## src/rtl/stepper_array_ctrl_pkg.sv

```systemverilog
// Shared types and constants for the stepper array: phase index type, channel
// FSM states and the 8-entry unipolar half-step coil table.
package stepper_pkg;

  typedef logic [2:0] phase_t;

  typedef enum logic [1:0] {
    ST_IDLE,
    ST_RUN,
    ST_HOLD
  } state_t;

  // Entry k is the coil pattern for phase k; even phases are single-coil (wave) drive.
  localparam logic [7:0][3:0] PHASE_TABLE = {
    4'b1001, 4'b0001, 4'b0011, 4'b0010,
    4'b0110, 4'b0100, 4'b1100, 4'b1000
  };

endpackage

```

## src/rtl/stepper_array_ctrl_if.sv

```systemverilog
// Per-channel request/status bundle between the dispense controller and the
// stepper array; vectors are indexed by channel, coils are 4 bits per channel.
interface stepper_array_ctrl_if #(
  parameter int N_CH = 4
);

  logic [N_CH-1:0]   start;
  logic [N_CH-1:0]   dir;
  logic [N_CH-1:0]   half_step;
  logic [N_CH-1:0]   abort;
  logic [N_CH-1:0]   busy;
  logic [N_CH-1:0]   done;
  logic [4*N_CH-1:0] coils;

  modport master (
    output start, dir, half_step, abort,
    input  busy, done, coils
  );

  modport slave (
    input  start, dir, half_step, abort,
    output busy, done, coils
  );

endinterface

```

## src/rtl/stepper_array_ctrl_channel.sv

```systemverilog
// One stepper channel: IDLE/RUN/HOLD sequencer with step divider, step and hold
// counters, and a registered coil output. Phase survives between moves.
module stepper_channel
  import stepper_pkg::*;
#(
  parameter int STEP_DIV    = 125000,
  parameter int STEPS       = 4165,
  parameter int HOLD_CYCLES = 1000
) (
  input  logic       clk,
  input  logic       rst_n,
  input  logic       start,
  input  logic       dir,
  input  logic       half_step,
  input  logic       abort,
  output logic       busy,
  output logic       done,
  output logic [3:0] coils
);

  localparam int DW = $clog2(STEP_DIV);
  localparam int SW = $clog2(STEPS + 1);
  localparam int HW = (HOLD_CYCLES == 0) ? 1 : $clog2(HOLD_CYCLES + 1);

  localparam logic [DW-1:0] DIV_LAST  = DW'(STEP_DIV - 1);
  localparam logic [SW-1:0] STEPS_INI = SW'(STEPS);
  localparam logic [HW-1:0] HOLD_LAST = HW'((HOLD_CYCLES == 0) ? 0 : HOLD_CYCLES - 1);

  state_t        state_q, state_d;
  phase_t        phase_q, phase_d;
  logic [DW-1:0] div_cnt_q, div_cnt_d;
  logic [SW-1:0] steps_left_q, steps_left_d;
  logic [HW-1:0] hold_cnt_q, hold_cnt_d;
  logic          dir_q, dir_d;
  logic          half_q, half_d;
  logic          done_q, done_d;
  logic [3:0]    coils_q, coils_d;
  phase_t        step_phase;

  always_comb begin
    state_d      = state_q;
    phase_d      = phase_q;
    div_cnt_d    = div_cnt_q;
    steps_left_d = steps_left_q;
    hold_cnt_d   = hold_cnt_q;
    dir_d        = dir_q;
    half_d       = half_q;
    done_d       = 1'b0;
    coils_d      = 4'b0000;

    step_phase = dir_q ? phase_q + (half_q ? 3'd1 : 3'd2)
                       : phase_q - (half_q ? 3'd1 : 3'd2);

    case (state_q)
      ST_IDLE: begin
        if (start && !abort) begin
          state_d      = ST_RUN;
          dir_d        = dir;
          half_d       = half_step;
          div_cnt_d    = '0;
          steps_left_d = STEPS_INI;
        end
      end
      ST_RUN: begin
        if (abort) begin
          state_d = ST_IDLE;
        end else if (div_cnt_q == DIV_LAST) begin
          div_cnt_d    = '0;
          phase_d      = step_phase;
          steps_left_d = steps_left_q - 1'b1;
          if (steps_left_q == SW'(1)) begin
            if (HOLD_CYCLES == 0) begin
              state_d = ST_IDLE;
              done_d  = 1'b1;
            end else begin
              state_d    = ST_HOLD;
              hold_cnt_d = '0;
            end
          end
        end else begin
          div_cnt_d = div_cnt_q + 1'b1;
        end
      end
      ST_HOLD: begin
        if (abort) begin
          state_d = ST_IDLE;
        end else if (hold_cnt_q == HOLD_LAST) begin
          state_d = ST_IDLE;
          done_d  = 1'b1;
        end else begin
          hold_cnt_d = hold_cnt_q + 1'b1;
        end
      end
      default: state_d = ST_IDLE;
    endcase

    // Coils follow the next state so they are registered alongside it.
    if (state_d != ST_IDLE) begin
      coils_d = PHASE_TABLE[phase_d];
    end
  end

  always_ff @(posedge clk or negedge rst_n) begin
    if (!rst_n) begin
      state_q      <= ST_IDLE;
      phase_q      <= '0;
      div_cnt_q    <= '0;
      steps_left_q <= '0;
      hold_cnt_q   <= '0;
      dir_q        <= 1'b0;
      half_q       <= 1'b0;
      done_q       <= 1'b0;
      coils_q      <= 4'b0000;
    end else begin
      state_q      <= state_d;
      phase_q      <= phase_d;
      div_cnt_q    <= div_cnt_d;
      steps_left_q <= steps_left_d;
      hold_cnt_q   <= hold_cnt_d;
      dir_q        <= dir_d;
      half_q       <= half_d;
      done_q       <= done_d;
      coils_q      <= coils_d;
    end
  end

  assign busy  = (state_q != ST_IDLE);
  assign done  = done_q;
  assign coils = coils_q;

endmodule

```

## src/rtl/stepper_array_ctrl.sv

```systemverilog
// N-channel stepper sequencer for the dispense spirals: independent channels,
// each a stepper_channel instance wired to its slice of the interface.
module stepper_array_ctrl #(
  parameter int N_CH        = 4,
  parameter int STEP_DIV    = 125000,
  parameter int STEPS       = 4165,
  parameter int HOLD_CYCLES = 1000
) (
  input logic                 clk,
  input logic                 rst_n,
  stepper_array_ctrl_if.slave bus
);

  for (genvar gi = 0; gi < N_CH; gi++) begin : g_ch
    stepper_channel #(
      .STEP_DIV    (STEP_DIV),
      .STEPS       (STEPS),
      .HOLD_CYCLES (HOLD_CYCLES)
    ) u_ch (
      .clk       (clk),
      .rst_n     (rst_n),
      .start     (bus.start[gi]),
      .dir       (bus.dir[gi]),
      .half_step (bus.half_step[gi]),
      .abort     (bus.abort[gi]),
      .busy      (bus.busy[gi]),
      .done      (bus.done[gi]),
      .coils     (bus.coils[4*gi +: 4])
    );
  end

endmodule

```

## src/flat_wrapper.sv

```systemverilog
// flat-port wrapper written by rule: the top's interface ports become plain ports
module stepper_array_ctrl_flat 
#(
  parameter int N_CH        = 4,
  parameter int STEP_DIV    = 125000,
  parameter int STEPS       = 4165,
  parameter int HOLD_CYCLES = 1000
)
  (clk, rst_n, bus_start, bus_dir, bus_half_step, bus_abort, bus_busy, bus_done, bus_coils);
  stepper_array_ctrl_if #(.N_CH(N_CH)) bus_i ();
  input logic clk;
  input logic rst_n;
  input wire logic [$bits(bus_i.start)-1:0] bus_start;
  input wire logic [$bits(bus_i.dir)-1:0] bus_dir;
  input wire logic [$bits(bus_i.half_step)-1:0] bus_half_step;
  input wire logic [$bits(bus_i.abort)-1:0] bus_abort;
  output wire logic [$bits(bus_i.busy)-1:0] bus_busy;
  output wire logic [$bits(bus_i.done)-1:0] bus_done;
  output wire logic [$bits(bus_i.coils)-1:0] bus_coils;
  assign bus_i.start = bus_start;
  assign bus_i.dir = bus_dir;
  assign bus_i.half_step = bus_half_step;
  assign bus_i.abort = bus_abort;
  assign bus_busy = bus_i.busy;
  assign bus_done = bus_i.done;
  assign bus_coils = bus_i.coils;
  stepper_array_ctrl #(.N_CH(N_CH), .STEP_DIV(STEP_DIV), .STEPS(STEPS), .HOLD_CYCLES(HOLD_CYCLES)) u_core (.clk(clk), .rst_n(rst_n), .bus(bus_i));
endmodule
```

## config.mk

```make
export PLATFORM = sky130hd
export DESIGN_NAME = stepper_array_ctrl_flat
export DESIGN_NICKNAME = d
export VERILOG_FILES = /design/src/rtl/stepper_array_ctrl_pkg.sv /design/src/rtl/stepper_array_ctrl_if.sv /design/src/rtl/stepper_array_ctrl_channel.sv /design/src/rtl/stepper_array_ctrl.sv /design/src/flat_wrapper.sv
export SDC_FILE = /design/constraint.sdc
export NUM_CORES = 1
export LEC_CHECK = 0
export CAP_MARGIN = 20
export CORE_ASPECT_RATIO = 1.25
export CORE_MARGIN = 10
export CORE_UTILIZATION = 50
export DETAILED_ROUTE_END_ITERATION = 7
export PLACE_DENSITY = 0.73
export SYNTH_ARGS = -nofsm -noshare
export SYNTH_HDL_FRONTEND = slang
export SYNTH_SLANG_ARGS = --single-unit
```

## constraint.sdc

```tcl
create_clock -name clk -period 2.16 [get_ports clk]
set_input_delay 0.432 -clock clk [delete_from_list [all_inputs] [get_ports clk]]
set_output_delay 0.432 -clock clk [all_outputs]
set_load 0.01 [all_outputs]
```

==> flow_summary.yaml, run 1 <==
route:
  wl_met2_mm: 12.9
  wl_met3_um: 812
  drc: 0
  wl_mm: 25.0
  drt-initial-drc-count: 504
  ant_nets: 0
  dr.max_layer_used: "met4"
  m1WireLength_mm: 11.0
  wl_per_cell_um: 15.3
  drtPass1Iterations: 5
  vias: 9185
  drt-vias-per-instance: 5.62
critical_path:
  cp_max_fo: 3
  crit_type: "register to register"
  cp-start-kind: "register"
  worst-endpoint-required_ps: 2580
  reg2reg_depth: 6
  reg2reg_to: "u_core.g_ch[1].u_ch.coils[0]"
  arrival_ps: 2630
  reg2reg_slack_ps: -60
  end_kind: "register"
  reg2reg_from: "u_core.g_ch[1].u_ch.div_cnt_q[4]"
logic_synthesis:
  synthCells: 1162
  synth_edf_count: 0
  synth-main-ff-cell: "dfrtp_1"
  ys_seq_area_share_pct: 47.3
  async_reset_ff_share_pct: 100
  synth_seq_cells: 208
  synth_cell_type_count: 69
  syn_area_per_cell_um2: 9.48
  syn_nets: 1204
  ys_warn_count: 0
  synth.cell_area_mm2: 0.0110
floorplanning:
  dieArea_mm2: 0.0284
  initial_core_util_pct: 50.9
  row_count: 60
  die_w_um: 153
  core_area_mm2: 0.0216
  die_h_um: 186
  io_pins: 42
grt:
  antenna_found_initial: 0
  grt_pass1_wl_mm: 42.9
  grt_pass1_vias: 9284
  grt_max_degree: 55
  grt-ovfl-total: 0
  grt_usage_pct: 17.1
power:
  power_switching_mw: 2.40
  p_leak_nw: 6.07
  switching_share_pct: 25.8
  peakVddDrop_v: 0.000740
  p_clk_share_pct: 41.7
  p_seq_share_pct: 46.1
  p_int_mw: 6.89
  p_per_area_mw_per_mm2: 666
  combPwrFrac_pct: 12.3
clock_tree:
  cts_buffers: 23
  h-tree-depth: 1
  cts_root_buf: "clkbuf_16"
  cts_tree: "built"
  insertion_delay_ps: 500
  clock_sinks: 208
  cts_max_path_buffers: 3
  clkTransAtPathRegs_ps: 60
finish:
  layout_common_cells: "202 x dfrtp_1, 143 x nor2_1, 143 x buf_4"
  final_nets: 1380
  fin_cells: 1633
  final_common_cell: "dfrtp_1"
  ff_latch_area_mm2: 0.00521
  antennaDiodeCount: 0
  stdcell_area_mm2: 0.0140
  area_growth_pct: 26.7
  drive_above_1_share_pct: 21.9
  multi_input_area_mm2: 0.00589
  final.fill_count: 1671
timing:
  slew_headroom_pct: 59.1
  fin_crit_ps: 2220
  drv_slew: 0
  fin_skew_ps: 9.80
  final_hold_viol_count: 0
  worst_slew_pin_slew_ps: 612
  finalSetupViolations: 16
  finalCritPeriodShare_pct: 103
  fin_ws_ps: -58.2
  max_freq_mhz: 451
  rsz0062_at_grt: "yes"
min_path:
  hold_class: "input port to async pin"
run_status:
  violations: "setup timing"
  status: "finished with violations"
placed_design:
  hpwl_mm: 17.3
  placed_cell_area_mm2: 0.0127
  routabilityCongestion: 0.852
  place_ws_ps: -310
  port_buffers: 41
  dp_cells: 1580
flow_run:
  cap_violations: 0
==> what timing repair did <==
| item | in CTS | in global routing |
|---|---|---|
| hold buffers | 1 | 0 |
| buffers inserted | 2 | 10 |
| endpoints found under the hold margin | 48 | 0 |
| pin swaps | 13 | 44 |
| cloned | 0 | 1 |
| endpoints found under the setup margin | 42 | 110 |
| resized for setup | 19 | 83 |
==> registers in the layout (all words and copies together), names as in the netlist <==
register,flops
u_core.g_ch.u_ch.coils,16
u_core.g_ch.u_ch.dir_q,4
u_core.g_ch.u_ch.div_cnt_q,68
u_core.g_ch.u_ch.done,4
u_core.g_ch.u_ch.half_q,4
u_core.g_ch.u_ch.hold_cnt_q,40
u_core.g_ch.u_ch.phase_q,12
u_core.g_ch.u_ch.state_q,8
u_core.g_ch.u_ch.steps_left_q,52
==> cell families after synthesis <==
kind of cell               share of synthesized area, %
AOI/OAI and AO/OA                                  10.1
xor gates and xnor gates                           7.48
adders and majority gates                          3.00
buffers and inverters                              2.85
DFF                                                47.3
muxes                                              1.73
and+or+nand+nor                                    27.6
==> routing by layer <==
metal,global-route usage (%),up-vias
met5,0,-
met4,4.13,0
met3,2.31,28
met2,31.1,142
met1,21.0,4500
li1,-,4515
==> how the worst max path moves through the flow <==
stage / from / endpoint / slack [ps] / depth (start not counted)
floorplan: u_core.g_ch[2].u_ch.div_cnt_q[4] / u_core.g_ch[2].u_ch.div_cnt_q[10] / -7 / 7
global placement: bus_abort[0] / u_core.g_ch[0].u_ch.steps_left_q[6] / -280 / 5
detailed placement: bus_abort[0] / u_core.g_ch[0].u_ch.steps_left_q[10] / -310 / 7
CTS: u_core.g_ch[1].u_ch.div_cnt_q[8] / u_core.g_ch[1].u_ch.steps_left_q[12] / -50 / 6
global route: u_core.g_ch[1].u_ch.div_cnt_q[4] / u_core.g_ch[1].u_ch.coils[0] / -140 / 6
finish: u_core.g_ch[1].u_ch.div_cnt_q[4] / u_core.g_ch[1].u_ch.coils[0] / -60 / 6
==> area by class of cell <==
cell class	count	area share, %
flip-flops and latches	208	37.4
repair buffers	198	12.0
inverters	24	0.646
clock buffers	29	4.50
multi-input cells	883	42.2
well taps	279	2.50
clock inverters	12	0.834
==> power groups by stage <==
stage | Clock, mW | Sequential [mW] | Combinational [mW]
3_5_place_dp | 0 | 4.35 | 1.06
4_1_cts | 3.96 | 4.28 | 1.08
2_1_floorplan | 0 | 4.30 | 0.615
3_3_place_gp | 0 | 4.34 | 1.02
6_report | 3.87 | 4.28 | 1.14
5_1_grt | 4.14 | 4.31 | 1.28
==> cell usage after synthesis (all sizes together) (23+ instances only) <==
cell    instances  share of area [%]
xnor2          44                3.5
clkbuf         30                1.0
xor2           50                4.0
a21oi          34                1.6
nand4          36                2.0
nor3           42                1.9
dfrtp         208                 47
nand2         110                3.7
inv            24               0.82
nor2          149                5.2
o21ai          59                2.7
or4            23                1.6
nand3          58                2.6
==> worst max-delay path, cell delays in order, from the launching register on <==
cell and delay, ps:
dfrtp_1 380, or4b_4 580, nor4_4 380, buf_4 190
nand3_1 130, xnor2_2 250, nor3b_2 220
==> through the flow <==
stage | setup TNS [ps] | hold slack (ps) | power [mW] | util (%)
5_1_grt | -2350 | 462 | 9.73 | 64.5
3_3_place_gp | -6580 | 426 | 5.36 | 58.9
2_1_floorplan | -35.3 | 136 | 4.91 | -
6_report | -254 | 443 | 9.29 | 64.5
4_1_cts | -83.8 | 444 | 9.32 | 62.7
3_5_place_dp | -8740 | 440 | 5.40 | 58.9
(Power assumes the default switching activity.)
==> run 2: changes to the inputs <==
Settings changed: CORE_UTILIZATION 50 to 40, PLACE_DENSITY 0.73 to 0.61.
==> run 2 against run 1 <==
The flow still finishes with violations (setup timing). Count of clock-buffer cells in the layout grew 12. Largest cell class unchanged. Total power grew 0.40%. Clock skew shrank 2.1 ps. First-iteration DRC count shrank 7.1%. Critical endpoint is now u_core.g_ch[1].u_ch.coils[2].
==> flow_summary.yaml, run 2 (synthesis results as in run 1) <==
route:
  ant_nets: 0
  drtPass1Iterations: 4
  drt-vias-per-instance: 5.30
  drc: 0
  wl_mm: 25.1
  vias: 9134
  wl_per_cell_um: 14.5
  drt-initial-drc-count: 468
finish:
  final_nets: 1407
  top_regs: "u_core.g_ch.u_ch.div_cnt_q x68, u_core.g_ch.u_ch.steps_left_q x52, u_core.g_ch.u_ch.hold_cnt_q x40"
  largest_reg_flops: 68
  antennaDiodeCount: 0
  final_common_cell: "dfrtp_1"
  top_register: "u_core.g_ch.u_ch.div_cnt_q"
  layout_common_cells: "203 x dfrtp_1, 171 x buf_4, 138 x nor2_1"
  fin_cells: 1725
  drive_above_1_share_pct: 23.0
  area_growth_pct: 29.3
power:
  power_mw: 9.33
  peakVddDrop_v: 0.000569
  p_per_area_mw_per_mm2: 655
  p_leak_nw: 6.21
critical_path:
  crit_buf_inv: 2
  reg2reg_slack_ps: -40
  crit_type: "register to register"
  end_kind: "register"
  worst-endpoint-required_ps: 2610
  crit_family: "simple AND/OR/NAND/NOR gates"
  cpMostUsedCell: "buf_4"
  cp_max_fo: 3
  arrival_ps: 2650
  slowest_delay_ps: 580
  cp-start-kind: "register"
  crit_slowest_cell: "or4b_4"
  path_cells: "or4b_4 -> nor4_4 -> buf_4 -> nand2_4 -> mux2_4 -> nor3_2 -> buf_4"
run_status:
  status: "finished with violations"
  violations: "setup timing"
clock_tree:
  cts_max_path_buffers: 3
  insertion_delay_ps: 510
  clock_sinks: 208
  h-tree-depth: 1
  cts_root_buf: "clkbuf_16"
  cts_tree: "built"
  clkTransAtPathRegs_ps: 60
  cts_buffers: 24
grt:
  grt_max_degree: 52
  grt_pass1_wl_mm: 43.6
  grt_pass1_vias: 9152
  antenna_found_initial: 0
  grt-ovfl-total: 0
  grt_usage_pct: 14.5
placed_design:
  routabilityCongestion: 0.825
  port_buffers: 41
  hpwl_mm: 17.6
  dp_cells: 1672
floorplanning:
  row_count: 67
  initial_core_util_pct: 40.8
  core_area_mm2: 0.0270
  die_h_um: 206
  dieArea_mm2: 0.0346
  die_w_um: 168
  io_pins: 42
timing:
  slew_headroom_pct: 63.3
  fin_crit_ps: 2200
  max_freq_mhz: 454
  final_hold_viol_count: 0
  fin_skew_ps: 7.68
  finalCritPeriodShare_pct: 102
  fin_ws_ps: -40.7
  drv_slew: 0
  setup_tns_ps: -189
  finalSetupViolations: 19
  worst_slew_pin_slew_ps: 542
  rsz0062_at_grt: "yes"
flow_run:
  cap_violations: 0
min_path:
  hold_class: "input port to async pin"
run 2: changes by cell type in the layout (fill, tap and decap cells not counted), sizes merged:
| cell | before | now |
|---|---|---|
| dlygate4sd2 | 3 | 4 |
| buf | 156 | 183 |
| clkinvlp | 1 | 0 |
| bufinv | 2 | 0 |
| clkinv | 9 | 0 |
| dlymetal6s2s | 1 | 0 |
| clkbuf | 30 | 41 |
run 2: area by class of cell:
type,count,area (um^2)
Fill cell,2443,12800
Multi-Input combinational cell,883,5880
Sequential cell,208,5210
Timing Repair Buffer,224,1870
Clock buffer,41,756
Tap cell,345,432
Inverter,24,90.1
run 2: path summary, 6_finish.rpt:
path	cells after the start	endpoint	startpoint
worst max-delay path	7	u_core.g_ch[1].u_ch.coils[2]	u_core.g_ch[1].u_ch.div_cnt_q[4]
worst min-delay path	2	u_core.g_ch[2].u_ch.dir_q	rst_n
worst max register to register	7	u_core.g_ch[1].u_ch.coils[2]	u_core.g_ch[1].u_ch.div_cnt_q[4]
worst min register to register	2	u_core.g_ch[1].u_ch.div_cnt_q[1]	u_core.g_ch[1].u_ch.div_cnt_q[1]
max in group asynchronous	3	u_core.g_ch[1].u_ch.steps_left_q[4]	rst_n
min in group clk	3	u_core.g_ch[2].u_ch.half_q	bus_half_step[2]
run 2: what timing repair did:
item / 4_1_cts / 5_1_grt
resized for setup: 39 / 66
hold buffers: 1 / 0
hold endpoints to repair: 47 / 0
buffers inserted: 5 / 7
endpoints found under the setup margin: 38 / 105
pin swaps: 15 / 31
cloned: 0 / 1
run 2: through the flow:
step	instance area [um^2]	util, %	worst slack [ps]	hold slack, ps
2_1_floorplan	11100	-	-7.36	136
3_3_place_gp	13000	48.3	-272	383
3_5_place_dp	13000	48.3	-268	388
4_1_cts	13900	51.6	-59.3	425
5_1_grt	14200	52.7	-114	440
6_report	14200	52.7	-40.7	434
run 2: routing by layer:
metal | vias up | wire length [um] | global-route usage [%]
met5 | - | 0 | 0
met4 | 0 | 405 | 3.95
met3 | 27 | 842 | 2.56
met2 | 84 | 12600 | 25.2
met1 | 4433 | 11300 | 18.1
li1 | 4590 | - | -
run 2: power breakdown:
group	internal [mW]	switching, mW	leakage, nW	total [mW]
logic	0.545	0.614	3.06	1.16
registers	4.08	0.203	2.78	4.28
clock network	2.35	1.55	0.369	3.89
total	6.97	2.36	6.21	9.33
